===== src/rtl/pipeline_uart_sender.sv =====
// pipeline_uart_sender: serial transmit end of the CPU UART path.
// Accepts a byte on a one-cycle TX_EN strobe while idle and shifts it out
// as an 8N1 frame (start, 8 data bits LSB first, stop) on UART_TX.
// Build option: define UART_SENDER_PARITY_EN to insert an even-parity bit
// between the data bits and the stop bit (11-bit frame).
//
// Ports:
//   clk        system clock, all state on rising edge
//   reset      asynchronous active-high reset
//   TX_DATA    byte to send, sampled only on an accepted TX_EN
//   TX_EN      send request, level-sampled each edge
//   TX_STATUS  1 = idle and ready, 0 = frame in progress (registered)
//   UART_TX    serial line, idle high (registered)
module pipeline_uart_sender #(
  parameter int unsigned CLKS_PER_BIT = 5208,
  parameter int unsigned CNT_W        = 16
) (
  input  logic       clk,
  input  logic       reset,
  input  logic [7:0] TX_DATA,
  input  logic       TX_EN,
  output logic       TX_STATUS,
  output logic       UART_TX
);

`ifdef UART_SENDER_PARITY_EN
  typedef enum logic [2:0] {StIdle, StStart, StData, StParity, StStop} state_e;
`else
  typedef enum logic [2:0] {StIdle, StStart, StData, StStop} state_e;
`endif

  state_e           state_q, state_d;
  logic [CNT_W-1:0] cnt_q, cnt_d;
  logic [2:0]       bit_idx_q, bit_idx_d;
  logic [7:0]       shift_q, shift_d;
  logic             tx_q, tx_d;
  logic             status_q, status_d;
  logic             wrap;
`ifdef UART_SENDER_PARITY_EN
  logic             parity_q, parity_d;
`endif

  assign wrap      = (cnt_q == CNT_W'(CLKS_PER_BIT - 1));
  assign UART_TX   = tx_q;
  assign TX_STATUS = status_q;

  always_comb begin
    state_d   = state_q;
    cnt_d     = cnt_q;
    bit_idx_d = bit_idx_q;
    shift_d   = shift_q;
    tx_d      = tx_q;
    status_d  = status_q;
`ifdef UART_SENDER_PARITY_EN
    parity_d  = parity_q;
`endif
    if (state_q != StIdle) begin
      cnt_d = wrap ? '0 : cnt_q + CNT_W'(1);
    end
    case (state_q)
      StIdle: begin
        cnt_d     = '0;
        bit_idx_d = '0;
        if (TX_EN) begin
          shift_d  = TX_DATA;
          state_d  = StStart;
          tx_d     = 1'b0;
          status_d = 1'b0;
`ifdef UART_SENDER_PARITY_EN
          parity_d = ^TX_DATA;
`endif
        end
      end
      StStart: begin
        if (wrap) begin
          state_d = StData;
          tx_d    = shift_q[0];
        end
      end
      StData: begin
        if (wrap) begin
          if (bit_idx_q == 3'd7) begin
`ifdef UART_SENDER_PARITY_EN
            state_d = StParity;
            tx_d    = parity_q;
`else
            state_d = StStop;
            tx_d    = 1'b1;
`endif
          end else begin
            bit_idx_d = bit_idx_q + 3'd1;
            shift_d   = {1'b0, shift_q[7:1]};
            // Next bit is the one about to land in shift_q[0].
            tx_d      = shift_q[1];
          end
        end
      end
`ifdef UART_SENDER_PARITY_EN
      StParity: begin
        if (wrap) begin
          state_d = StStop;
          tx_d    = 1'b1;
        end
      end
`endif
      StStop: begin
        // TX_EN on this edge is not accepted: state_q is still StStop.
        if (wrap) begin
          state_d  = StIdle;
          status_d = 1'b1;
          tx_d     = 1'b1;
        end
      end
      default: begin
        state_d  = StIdle;
        tx_d     = 1'b1;
        status_d = 1'b1;
      end
    endcase
  end

  always_ff @(posedge clk or posedge reset) begin
    if (reset) begin
      state_q   <= StIdle;
      cnt_q     <= '0;
      bit_idx_q <= '0;
      shift_q   <= '0;
      tx_q      <= 1'b1;
      status_q  <= 1'b1;
`ifdef UART_SENDER_PARITY_EN
      parity_q  <= 1'b0;
`endif
    end else begin
      state_q   <= state_d;
      cnt_q     <= cnt_d;
      bit_idx_q <= bit_idx_d;
      shift_q   <= shift_d;
      tx_q      <= tx_d;
      status_q  <= status_d;
`ifdef UART_SENDER_PARITY_EN
      parity_q  <= parity_d;
`endif
    end
  end

endmodule


===== config.mk =====
export PLATFORM = sky130hd
export DESIGN_NAME = pipeline_uart_sender
export DESIGN_NICKNAME = d
export VERILOG_FILES = /design/src/rtl/pipeline_uart_sender.sv
export SDC_FILE = /design/constraint.sdc
export NUM_CORES = 1
export LEC_CHECK = 0
export CAP_MARGIN = 25
export CORE_MARGIN = 4
export CORE_UTILIZATION = 55
export DETAILED_ROUTE_END_ITERATION = 8
export PLACE_DENSITY_LB_ADDON = 0.3
export SLEW_MARGIN = 20
export SYNTH_ARGS = -nofsm -noshare
export SYNTH_HDL_FRONTEND = slang
export SYNTH_SLANG_ARGS = --single-unit

===== constraint.sdc =====
create_clock -name clk -period 2.05 [get_ports clk]
set_input_delay 0.41 -clock clk [delete_from_list [all_inputs] [get_ports clk]]
set_output_delay 0.41 -clock clk [all_outputs]
set_load 0.02 [all_outputs]

==> impl.org <==
** Outcome
- The run finished with clean final reports.

** Route
- Routed wirelength normalized by instance count :: 15.2 um
- Wirelength, routed :: 4020 um
- Count of nets left with antenna violations after detail routing :: 0
- In the routed layout, each cell is associated on average with a via count of 5.83.
- The detailed router placed 1540 vias in this run.
- The detailed router finished its first iteration with 142 violations.
- In the routed design, unresolved DRC markers number 0.
- The pre-antenna-repair detailed-routing pass consisted of 4 iterations.

** Global route
- Global-route wire length before repair :: 6880 um
- Entering global routing, the biggest net connects 32 pins.
- Number of antenna violations at the first check in global routing :: 0
- The total overflow left after global routing is 0.
- Number of global-route vias before repair :: 1513
- Global routing used 21.1% of the available tracks across all layers.

** Clocking
- After clock tree synthesis, the clock-pin slew on the worst setup and hold paths is 0.11 ns.
- Buffers inserted during clock tree synthesis total 5.
- TritonCTS built the clock tree.
- In this run, post-CTS repair resized a total of 0 instances.
- Counting every sink on the clock net gives 31.
- The clock reaches the later pin of the worst-skew pair after 0.34 ns.
- The H-tree generated during clock tree synthesis spans 2 levels.
- In this run the deepest clock path goes through 2 buffers.
- Clock tree root buffer cell :: clkbuf_4
- In this run, post-CTS hold repair placed 0 buffers.
- Post-CTS Repair Setup Buffers :: 0

** Synth
- Synthesis instantiated 40 different standard cells from the library.
- Mux contribution to synthesized area :: 6.49%
- The synthesized design contains 31 register bits.
- Sequential element share of the synthesized area :: 42.1%
- Largest cells by area after synthesis :: dfrtp_1, ha_1, mux2_2
- Of all flip-flops after synthesis, the portion carrying an async set or reset was 100%.
- Of the total synthesized cell area, the portion taken by AND, OR, NAND and NOR gates is 28.9%.
- Summing the areas of all fa, ha and maj instances in the mapped netlist gives 5.41% of the synthesized area.
- Combinational family with the most area after synthesis :: simple AND/OR/NAND/NOR gates
- Synthesis handed over a netlist of 195 instances.
- Number of warnings reported in the yosys synthesis log :: 0
- The biggest area contributor in the post-synthesis netlist is dfrtp_1.
- Cell area after synthesis :: 0.00185 mm^2
- Prevailing post-synth register cell :: dfrtp_1
- Each instance of the synthesized netlist takes up on average 9.49 um^2.
- Number of nets in the synthesized netlist :: 214
- Summed over its instances, the top area cell type makes up 39.2% of the synthesized netlist area.
- Summing the areas of all compound-gate instances in the mapped netlist gives 6.90% of the synthesized area.
- Yosys mapped a number of flops with a built-in enable equal to 0.
- Synth Area in XOR/XNOR :: 6.15%

** Critical path
- The worst setup path is launched from a register.
- The critical path is of the reg2reg type.
- Data on the critical path arrives at its endpoint at 2.22 ns.
- Of all nets on the critical path, the largest fanout is 16.
- Kind of cell adding the most delay to the critical path :: simple AND/OR/NAND/NOR gates
- Counting both buffers and inverters, the worst setup path holds a total of 1.
- Delay contributed by the slowest stage of the critical path :: 0.44 ns
- On the critical path, the stage with the largest delay is an instance of or2b_2.
- STA puts the critical path data required time at 2.32 ns.
- The worst setup path is captured at a register.
- Traced cell by cell, the critical path runs through ha_1, and4b_1, nand4_1, buf_4, or2b_2, nor2_1.

** Timing
- Rel. slew slack :: 73.4%
- Number of hold violations in the final report :: 0
- Derived from the worst setup path, the maximum achievable clock frequency is 0.511 GHz.
- Ratio of final minimum period to clock period :: 95.4%
- Sum of negative setup slack :: 0 ns
- Setup repair after global routing left no endpoint under its margin.
- Pin slew with the least headroom to its limit :: 0.393 ns
- For the final database, setup skew stands at 0.0115 ns.
- The routed design could run at a clock period as short as 1.96 ns.
- Pins over their slew limit :: 0
- Final-report setup violation count :: 0

** Power and ir drop
- Dividing total power by cell area gives a power density of 1140 mW/mm^2.
- The worst-case IR drop observed on VDD is 0.658 mV.
- Leakage power :: 0.000916 uW
- The design draws 2450 uW.

** Layout
- Compared with the post-synthesis result, the final layout area differs by 16.2%.
- Of the cells placed in the final design, the portion with a size suffix greater than 1 is 16.8%.
- Highest-count cells in the layout ignoring fill and taps :: dfrtp_1, nand2_1, nor2_1
- Once layout is done, the placed cells without fillers occupy 0.00215 mm^2.
- The repair_antennas step left the layout with diodes totalling 0.
- Leading cell type in the layout, fill and taps excluded :: dfrtp_1
- Total Nets Final :: 238

** Place
- Instance area at placement :: 0.00209 mm^2
- Summed over all nets, the half-perimeter wirelength after detailed placement is 3010 um.
- Port Buffers :: 12
- Final GP Congestion :: 0.809

** Floorplan
- The initialized floorplan defines 20 standard-cell rows.
- 13 I/O pins were placed.
- Die Wd :: 66.0 um
- The floorplan step set the die height to 66.0 um.
- The initial utilization of the core area, before any placement, comes to 59.2%.
- The die covers 0.00436 mm^2.
- In this run the standard cell core region covers 0.00313 mm^2.

** Min path
- Tightest Hold Check Type :: in2async

** Job
- Max-cap violations :: 0
## worst paths after layout
kind / slack, ns / to / cells past startpoint / startpoint
setup / recovery: 0.09 / cnt_q[9] / 6 / cnt_q[0]
hold / removal: 0.45 / cnt_q[5] / 3 / reset
setup reg to reg: 0.09 / cnt_q[9] / 6 / cnt_q[0]
hold reg to reg: 0.47 / cnt_q[0] / 1 / cnt_q[0]
max in group asynchronous: 1.27 / UART_TX / 3 / reset
min in group clk: 0.47 / cnt_q[0] / 1 / cnt_q[0]
## power breakdown
part           switching [uW]  total, uW  internal (uW)
Sequential                116        870            754
Combinational             669       1230            561
Clock                     218        350            132
Total                    1000       2450           1450
## worst register-to-register path, stage by stage (launching register included)
cell and delay (ns):
dfrtp_1 0.41, ha_1 0.25, and4b_1 0.24, nand4_1 0.18, buf_4 0.19, or2b_2 0.44
nor2_1 0.18
## flip-flops by register name (all words and copies together), names as in the netlist
signal	flops
shift_q	8
TX_STATUS	1
cnt_q	16
bit_idx_q	3
state_q	2
UART_TX	1
## kinds of logic (layout without fill, tap and decap cells)
group | after synthesis | after routing
AOI/OAI and AO/OA | 21 | 21
xor gates and xnor gates | 13 | 13
adders and majority gates | 8 | 8
buffers and inverters | 19 | 44
DFF | 31 | 31
muxes | 11 | 11
and+or+nand+nor | 92 | 92
## area by class of cell
cell class	instances	area [um^2]
multi-input combinational	145	1000
sequential	31	778
tap	44	55.1
clock buffer	6	41.3
inverter	11	41.3
timing repair buffer	25	218
clock inverter	2	12.5
fill	242	977
## through the flow
stage | setup WS [ns] | instances | util (%) | hold WS (ns)
2_1_floorplan | 0.237 | 195 | - | 0.433
3_3_place_gp | 0.171 | 256 | 66.8 | 0.445
3_5_place_dp | 0.0566 | 256 | 66.8 | 0.462
4_1_cts | 0.0393 | 264 | 68.5 | 0.458
5_1_grt | 0.00976 | 264 | 68.8 | 0.475
6_report | 0.0948 | 264 | 68.8 | 0.450
## cells in the mapped netlist, drive strengths merged (2+ instances only)
library cell  count
ha                8
dfrtp            29
nand2b            2
clkbuf            5
nor2             18
buf               3
and4              7
dfstp             2
nand2            22
or3               2
nor2b             2
xnor2            10
nor3              5
nand4b            7
nor4b             2
mux2              8
mux2i             3
nand4             4
a21oi            11
nand3            13
o31ai             2
inv              11
nor4              3
xor2              3
o21ai             3
## per-layer routing
layer | track usage, % | up-vias | wire length (um) | share of wire [%]
li1 | - | 737 | - | -
met1 | 26.5 | 745 | 1740 | 43
met4 | 5.84 | 0 | 43 | 1.1
met5 | 0 | - | 0 | 0
met2 | 34.7 | 52 | 2020 | 50
met3 | 6.97 | 6 | 218 | 5.4
Note: power is estimated with default switching activity, not from simulation.
==> variant: new RTL, same settings <==
Put one more register stage on the output `TX_STATUS`, with the module's reset. The value now appears one clock later. The other outputs are not delayed to match. Comments in the files are not updated.
--- a/src/rtl/pipeline_uart_sender.sv
+++ b/src/rtl/pipeline_uart_sender.sv
@@ -42,7 +42,13 @@
 
   assign wrap      = (cnt_q == CNT_W'(CLKS_PER_BIT - 1));
   assign UART_TX   = tx_q;
-  assign TX_STATUS = status_q;
+  always_ff @(posedge clk or posedge reset) begin
+    if (reset) begin
+      TX_STATUS <= '0;
+    end else begin
+      TX_STATUS <= status_q;
+    end
+  end
 
   always_comb begin
     state_d   = state_q;
Function: changed (Yosys sat finds a counterexample within 4 cycles, from zero or initial values and one cycle with reset high).
==> variant against the unedited design <==
- clock skew up 0.012 ns
- total power is 2.1% higher
- first-iteration DRC count stayed put
- worst setup slack better by 0.046 ns
- count of clock-buffer cells in the layout did not move
- routed wire length grew 7.1%
- synthesized area increased by 5.8%
- design area increased by 3.0%
- critical path depth shrank 1
- sequential cell count is 1 higher
- largest power group unchanged
- critical endpoint is now state_q[1]
- worst hold slack worse by 0.043 ns
- via count increased by 5.9%
==> variant: results (changes against the unedited design) <==
stage;metric;value;unit;change
sta;slew_headroom;0.675;;-0.0595
drt;num_vias;1631;;+5.9%
logic_synthesis;synth_common_cells;30 x dfrtp_1, 18 x nand2_1, 16 x nor2_1, 14 x nand3_1, 11 x a21oi_1;;
power_and_ir_drop;p_leak;0.000978;µW;+6.8%
hold_path;hold_path.class;flip-flop to flip-flop;;
power_and_ir_drop;peakVddDrop;0.719;mV;+9.2%
grt;gr-usage-all-layers;0.221;;+0.0105
place;post-dp-hpwl;2970;µm;-1.3%
setup_path;reg2reg_depth;5;;-1
grt;grt_max_degree;33;;+3.1%
place;post_dp_cell_area;2150;µm²;+3.1%
cts;clkLatencyLatePin;0.36;ns;+0.02 ns
power_and_ir_drop;pg_comb;1190;µW;-3%
place;dpl_worst_slack;0.167;ns;+0.111 ns
grt;grt_pass1_wl;7530;µm;+9.5%
setup_path;crit_fanout;5;;-11
grt;grtUsageMet2;0.379;;+0.0324
layout;fillCellCount;276;;+14%
layout;layout-drive-gt1-share;0.178;;+0.00990
setup_path;crit_family;flip-flops;;
drt;drt-pass1-iter-count;5;;+1
run_status;run_status;finished clean;;
power_and_ir_drop;swShare;0.405;;-0.00463
power_and_ir_drop;power_frac_seq;0.365;;+0.010
setup_path;regToRegSetupSlack;0.14;ns;+0.05 ns
drt;route.met3.wl;248;µm;+14%
logic_synthesis;avgSynthCellArea;9.84;µm²;+3.7%
sta;timing.hold.ws;0.406;ns;-0.0433 ns
[variant: cell count changes after synthesis, moves of 4 or more]
| cell | change |
|---|---|
| nand2_1 | -4 |
| xor2_1 | +5 |
| nor3_1 | -4 |
| and3_1 | +4 |
| xnor2_1 | -6 |
[variant: final cells by class]
type                       instances  area, µm²  share of cell area
sequential                        32        803               0.363
clock buffer                       6       51.3              0.0232
inverter                          10       37.5              0.0169
tap                               46       57.6              0.0260
timing repair buffer              22        195              0.0881
multi-input combinational        147       1060               0.479
clock inverter                     2       10.0             0.00452
[variant: cell families (layout without fill, tap and decap cells)]
group | after synthesis | after routing | synth area share
AO/OA/AOI/OAI | 23 | 23 | 0.0767
XOR/XNOR | 12 | 12 | 0.0537
adder cells (fa/ha/maj) | 8 | 8 | 0.0511
buffers and inverters | 20 | 40 | 0.0486
flip-flops | 32 | 32 | 0.410
multiplexers | 11 | 11 | 0.0613
AND/OR/NAND/NOR | 93 | 93 | 0.298
